--- config.mk ---
export PLATFORM = sky130hd
export DESIGN_NAME = branch_target_buffer
export DESIGN_NICKNAME = d
export VERILOG_FILES = /design/src/rtl/btb_pkg.sv /design/src/rtl/btb_array.sv /design/src/rtl/branch_target_buffer.sv
export SDC_FILE = /design/constraint.sdc
export NUM_CORES = 2
export LEC_CHECK = 0
export ABC_CLOCK_PERIOD_IN_PS = 9400
export CAP_MARGIN = 20
export CORE_ASPECT_RATIO = 1.1
export CORE_MARGIN = 3
export CORE_UTILIZATION = 25
export DETAILED_ROUTE_END_ITERATION = 12
export PLACE_DENSITY_LB_ADDON = 0.1
export SLEW_MARGIN = 20
export SYNTH_ARGS = -nofsm -noshare
export SYNTH_HDL_FRONTEND = slang
export SYNTH_SLANG_ARGS = --single-unit
export TNS_END_PERCENT = 50
--- constraint.sdc ---
create_clock -name clk -period 9.4 [get_ports clk]
set_input_delay 2.82 -clock clk [delete_from_list [all_inputs] [get_ports clk]]
set_output_delay 2.82 -clock clk [all_outputs]
set_load 0.05 [all_outputs]
--- src/rtl/btb_pkg.sv ---
// Shared definitions for the branch target buffer.
//   - default geometry (index / tag widths)
//   - entry type {valid, tag, target}
//   - index / tag extraction from a 32-bit PC
package btb_pkg;

  localparam int BTB_INDEX_W = 6;
  localparam int BTB_TAG_W   = 10;

  // Tag is held zero-extended to 32 bits so the type does not depend on the
  // per-instance TAG_W; unused upper bits are constant and trim away.
  typedef struct packed {
    logic        valid;
    logic [31:0] tag;
    logic [31:0] target;
  } btb_entry_t;

  // Word-aligned index: pc[iw+1:2], returned right-justified.
  function automatic logic [31:0] pc_index(input logic [31:0] pc, input int unsigned iw);
    return (pc >> 2) & ((32'd1 << iw) - 32'd1);
  endfunction

  // Tag: pc[iw+tw+1:iw+2], returned right-justified.
  function automatic logic [31:0] pc_tag(input logic [31:0] pc, input int unsigned iw,
                                         input int unsigned tw);
    return (pc >> (iw + 2)) & ((32'd1 << tw) - 32'd1);
  endfunction

endpackage

--- src/rtl/btb_array.sv ---
// Direct-mapped BTB storage.
//   clk, rst      : clock, async active-high reset (clears valid bits only)
//   i_inv_all     : clear every valid bit at the edge; also kills a same-cycle write
//   i_we          : write request (idx/tag/target) at the edge
//   i_ridx/i_rtag : combinational lookup; o_hit/o_target include write bypass
module btb_array
  import btb_pkg::*;
#(
  parameter int INDEX_W = BTB_INDEX_W,
  parameter int TAG_W   = BTB_TAG_W
) (
  input  logic               clk,
  input  logic               rst,
  input  logic               i_inv_all,
  input  logic               i_we,
  input  logic [INDEX_W-1:0] i_widx,
  input  logic [TAG_W-1:0]   i_wtag,
  input  logic [31:0]        i_wtarget,
  input  logic [INDEX_W-1:0] i_ridx,
  input  logic [TAG_W-1:0]   i_rtag,
  output logic               o_hit,
  output logic [31:0]        o_target
);
  localparam int N = 1 << INDEX_W;

  logic [N-1:0] r_valid;
  logic [TAG_W-1:0] r_tag [N];
  logic [31:0]      r_target [N];

  logic       w_we;
  logic       w_byp;
  btb_entry_t w_rd;

  // inv_all has priority: the write is dropped entirely.
  assign w_we = i_we & ~i_inv_all;

  always_ff @(posedge clk or posedge rst) begin
    if (rst)            r_valid <= '0;
    else if (i_inv_all) r_valid <= '0;
    else if (w_we)      r_valid[i_widx] <= 1'b1;
  end

  // Tags/targets are only meaningful under a valid bit, so no reset.
  always_ff @(posedge clk) begin
    if (w_we) begin
      r_tag[i_widx]    <= i_wtag;
      r_target[i_widx] <= i_wtarget;
    end
  end

  // Read port: the in-flight write stands in for the stored entry.
  assign w_byp = w_we & (i_widx == i_ridx);

  always_comb begin
    w_rd.valid  = r_valid[i_ridx];
    w_rd.tag    = 32'(r_tag[i_ridx]);
    w_rd.target = r_target[i_ridx];
    if (w_byp) begin
      w_rd.valid  = 1'b1;
      w_rd.tag    = 32'(i_wtag);
      w_rd.target = i_wtarget;
    end
  end

  assign o_hit    = w_rd.valid & (w_rd.tag == 32'(i_rtag));
  assign o_target = o_hit ? w_rd.target : 32'd0;

endmodule

--- src/rtl/branch_target_buffer.sv ---
// Branch target buffer: F-stage lookup, F->D pipeline register, M-stage training.
//   clk, rst              : clock, async active-high reset
//   stallD / flushD       : hold / clear the F->D register (flush wins)
//   pcF                   : fetch PC looked up every cycle
//   inv_all               : invalidate all entries (beats a same-cycle update)
//   updateM, pcM, targetM : install resolved taken target
//   btb_hitF/btb_targetF  : combinational lookup result
//   btb_hitD/btb_targetD  : registered lookup result
//   lookup_cnt/hit_cnt    : capture statistics, built only with BTB_STATS_EN
//                           defined, otherwise tied to 0
module branch_target_buffer
  import btb_pkg::*;
#(
  parameter int INDEX_W = BTB_INDEX_W,
  parameter int TAG_W   = BTB_TAG_W
) (
  input  logic        clk,
  input  logic        rst,
  input  logic        stallD,
  input  logic        flushD,
  input  logic [31:0] pcF,
  input  logic        inv_all,
  input  logic        updateM,
  input  logic [31:0] pcM,
  input  logic [31:0] targetM,
  output logic        btb_hitF,
  output logic [31:0] btb_targetF,
  output logic        btb_hitD,
  output logic [31:0] btb_targetD,
  output logic [31:0] lookup_cnt,
  output logic [31:0] hit_cnt
);
  logic [INDEX_W-1:0] w_idxF, w_idxM;
  logic [TAG_W-1:0]   w_tagF, w_tagM;
  logic               w_cap;

  assign w_idxF = INDEX_W'(pc_index(pcF, INDEX_W));
  assign w_idxM = INDEX_W'(pc_index(pcM, INDEX_W));
  assign w_tagF = TAG_W'(pc_tag(pcF, INDEX_W, TAG_W));
  assign w_tagM = TAG_W'(pc_tag(pcM, INDEX_W, TAG_W));

  btb_array #(.INDEX_W(INDEX_W), .TAG_W(TAG_W)) u_array (
    .clk       (clk),
    .rst       (rst),
    .i_inv_all (inv_all),
    .i_we      (updateM),
    .i_widx    (w_idxM),
    .i_wtag    (w_tagM),
    .i_wtarget (targetM),
    .i_ridx    (w_idxF),
    .i_rtag    (w_tagF),
    .o_hit     (btb_hitF),
    .o_target  (btb_targetF)
  );

  assign w_cap = ~stallD & ~flushD;

  logic        r_hitD;
  logic [31:0] r_targetD;

  always_ff @(posedge clk or posedge rst) begin
    if (rst) begin
      r_hitD    <= 1'b0;
      r_targetD <= 32'd0;
    end else if (flushD) begin
      r_hitD    <= 1'b0;
      r_targetD <= 32'd0;
    end else if (!stallD) begin
      r_hitD    <= btb_hitF;
      r_targetD <= btb_targetF;
    end
  end

  assign btb_hitD    = r_hitD;
  assign btb_targetD = r_targetD;

`ifdef BTB_STATS_EN
  logic [31:0] r_lookup_cnt, r_hit_cnt;

  // Saturating counters; only rst clears them.
  always_ff @(posedge clk or posedge rst) begin
    if (rst) begin
      r_lookup_cnt <= 32'd0;
      r_hit_cnt    <= 32'd0;
    end else if (w_cap) begin
      if (r_lookup_cnt != 32'hFFFF_FFFF)            r_lookup_cnt <= r_lookup_cnt + 32'd1;
      if (btb_hitF && r_hit_cnt != 32'hFFFF_FFFF)   r_hit_cnt    <= r_hit_cnt + 32'd1;
    end
  end

  assign lookup_cnt = r_lookup_cnt;
  assign hit_cnt    = r_hit_cnt;
`else
  logic w_unused;
  assign w_unused   = w_cap;
  assign lookup_cnt = 32'd0;
  assign hit_cnt    = 32'd0;
`endif

endmodule

==> impl_results.md <==
* Clk root buf: clkbuf_16
* DRT Wirelength at 378000 um
* Yosys warns at 0
* Avg Inst Size Synth at 23.5 um^2
* Rows at 252
* Most common cell after layout, fill and taps aside: edfxtp_1
* Setup crit start kind: input pin
* Port Buffers at 135
* Nets@finish at 5335
* Total global-route track usage at 16.9%
* Area leader, netlist: edfxtp_1
* Critical Path RT at 6.58 ns
* Leak pwr at 40.8 nW
* Die Area at 0.441 mm^2
* Vias per inst at 4.69
* Count of state elements after synthesis at 2785
* Initial Utilization at 25.2%
* GR Overflow Total at 0
* Worst path buffer plus inverter count at 8
* FF-to-FF Start: u_array.r_tag[63][0]$_DFFE_PP_
* Die width at 634 um
* Asr flop ratio synth at 3.48%
* Worst R2R Path Depth at 10
* Endpoint class of the critical path: output port
* Core Region at 0.430 mm^2
* Hold_buf cts at 0
* CP cell instances: buf_12 -> buf_12 -> buf_4 -> buf_6 -> nor2b_1 -> a2111oi_0 -> and3_1 -> nand4b_1 -> or3_4 -> a32oi_2 -> nand4_4 -> buf_12 -> buf_4 -> nor4_2 -> buf_4 -> buf_12
* Status: completed
* Hold EP: btb_targetD[25]$_DFFE_PP0P_
* Clock Path Buffers at 4
* Cells after Synth at 4612
* Finished Layout Cells at 11200
* CTS H-tree lvls at 5
* Skew-Pair Late Insertion Delay at 0.91 ns
* CP max stage delay at 0.45 ns
* Setup ws final at 0.0849 ns
* CP startpoint: pcF[2]
* Top Ports at 232
* Min-delay worst type: flip-flop to flip-flop
* Critical path arrival at 6.50 ns
* Setup-violating endpoint count in the final report at 0
* DR pass1 iterations at 7
* Worst vdd ir at 0.143 mV
* Worst slew pin tran at 1.15 ns
* First-pass GRT wire length at 507000 um
* Top post-synthesis cells by area: edfxtp_1, mux4_2, dfrtp_1, mux2i_1, buf_4
* Worst r2r dst: btb_targetD[27]$_DFFE_PP0P_
* Kind of cell adding the most delay to the critical path: simple AND/OR/NAND/NOR gates
* CP max stage cell: or3_4
* Seq/Total Area, Yosys at 76.8%
* Peak Freq at 0.107 GHz
* DP Worst Slack at -0.138 ns
* Vias in the first global route at 55500
* DR WL/cell at 33.7 um
* Syn-to-layout area delta at 20.3%
* Fin crit period at 9.32 ns
* Hold slack at 0.491 ns
* Clock Skews at 0.0349 ns
* Pwr dens at 209 mW/mm^2
* R2r setup slk at 5.21 ns
* Clock sink count at 2785
* Placed Cells at 10600
* Most frequent cells in the layout: edfxtp_1, mux4_2, buf_4
* Final worst-path cycle share at 99.1%
* ANT nets after route at 0
* Worst path most repeated cell: buf_12
* Clock transition at path regs at 0.05 ns
* DP HPWL at 214000 um
* Share of the synthesized area in the top cell type at 74.5%
* Final Hold Vio Count at 0
* Final core utilization at 30.3%
* Pin count of the biggest net entering global routing at 89
* Die span in y at 696 um
* Initial antenna violation count at 50
* Via count at 52600
* Slew margin rel. at 23.0%
* CTS tree: done
* Setup CP Type: input pin to output port
* Final Max Slew Viols at 0
* DRC at 0
* RePlAce Congestion at 0.715
* Max Cap Viol at 0
* Power Total at 27.3 mW
* Yosys cell types at 63
* DRT iter0 DRCs at 5403
* Worst Path Max Fanout at 18
* Cell count along the critical path at 16
* RSZ-0062 raised after global routing: false
* Syn Std Cell Area at 0.108 mm^2
* CTS buffer count at 317
* Ys flop type: edfxtp_1
* Worst hold stages at 2
* Hold path start: btb_targetD[25]$_DFFE_PP0P_
* Fraction of layout cells with a size suffix above 1 at 35.3%
* Post-synth EDFFs at 2688
[layer usage]
metal,share of wire (%),global-route usage (%),vias to the layer above
met5,0.024,0,-
met4,1.8,3.15,14
met3,4.8,2.53,406
met2,49,28.5,1430
met1,44,23.2,29800
li1,-,-,21000
[flip-flops by register name, summed over array words and instances (netlist names)]
name and cells:
btb_targetD 32, u_array.r_tag 640, u_array.r_valid 64, u_array.r_target 2048
btb_hitD 1
[worst max path at each step]
stage / end / slack (ns)
3_5_place_dp: btb_targetF[11] / -0.14
6_report: btb_targetF[27] / 0.08
4_1_cts: btb_targetF[17] / 0.02
3_3_place_gp: btb_targetF[11] / -0.16
2_1_floorplan: btb_targetF[0] / -0.42
5_1_grt: btb_targetF[2] / 0.001
[Yosys cell counts, drive strengths merged (24+ instances only)]
master  count
buf       217
nor4       38
nand2      44
mux2i      92
clkbuf    121
o22ai      72
mux4      844
edfxtp   2688
nand3b     34
dfrtp      97
o41ai      33
nand3      24
inv        73
nor2       73
[power breakdown]
group	internal [mW]	switching, mW	leakage (nW)
Clock	6.97	5.08	4.86
Combinational	0.606	0.948	10.4
Sequential	13.7	0.0103	25.5
Total	21.2	6.04	40.8
[stage by stage]
| stage | instance area, um^2 | setup TNS, ns |
|---|---|---|
| floorplan | 109000 | -12.78 |
| CTS | 130000 | 0 |
| finish | 130000 | 0 |
| global route | 130000 | 0 |
| detailed placement | 120000 | -1.64 |
| global placement | 120000 | -2.26 |
[cell type report]
cell class	count	area (um^2)
clock buffers	402	8490
repair buffers	577	5770
clock inverters	167	1420
fillers	41400	299000
flip-flops and latches	2785	83100
diodes	10	25.0
well taps	5715	7150
inverters	73	287
multi-input cells	1479	24000
[timing repair]
item,in CTS,in global routing
endpoints found under the hold margin,0,0
buffers inserted,0,8
resized for setup,11,18
endpoints found under the setup margin,30,30
[logic make-up (layout without fill, tap and decap cells)]
kind of cell    after synthesis  in the layout  share of synthesized area [%]
simple gates                272            272                           1.32
flops                      2785           2785                           76.8
buf+inv                     411           1219                           1.87
other cells                   1             74                        0.00346
xor+xnor                     14             14                          0.113
mux                         943            943                           18.5
compound gates              186            186                           1.46
[worst reg2reg max path, stage by stage, from the launching register on]
cell,delay [ns]
edfxtp_1,0.36
mux4_2,0.48
mux4_2,0.51
o22ai_1,0.22
buf_4,0.18
nor3_1,0.06
xor2_1,0.26
a221o_1,0.37
a2111o_2,0.76
buf_4,0.43
o41ai_1,0.43
Note: power is estimated with default switching activity, not from simulation.
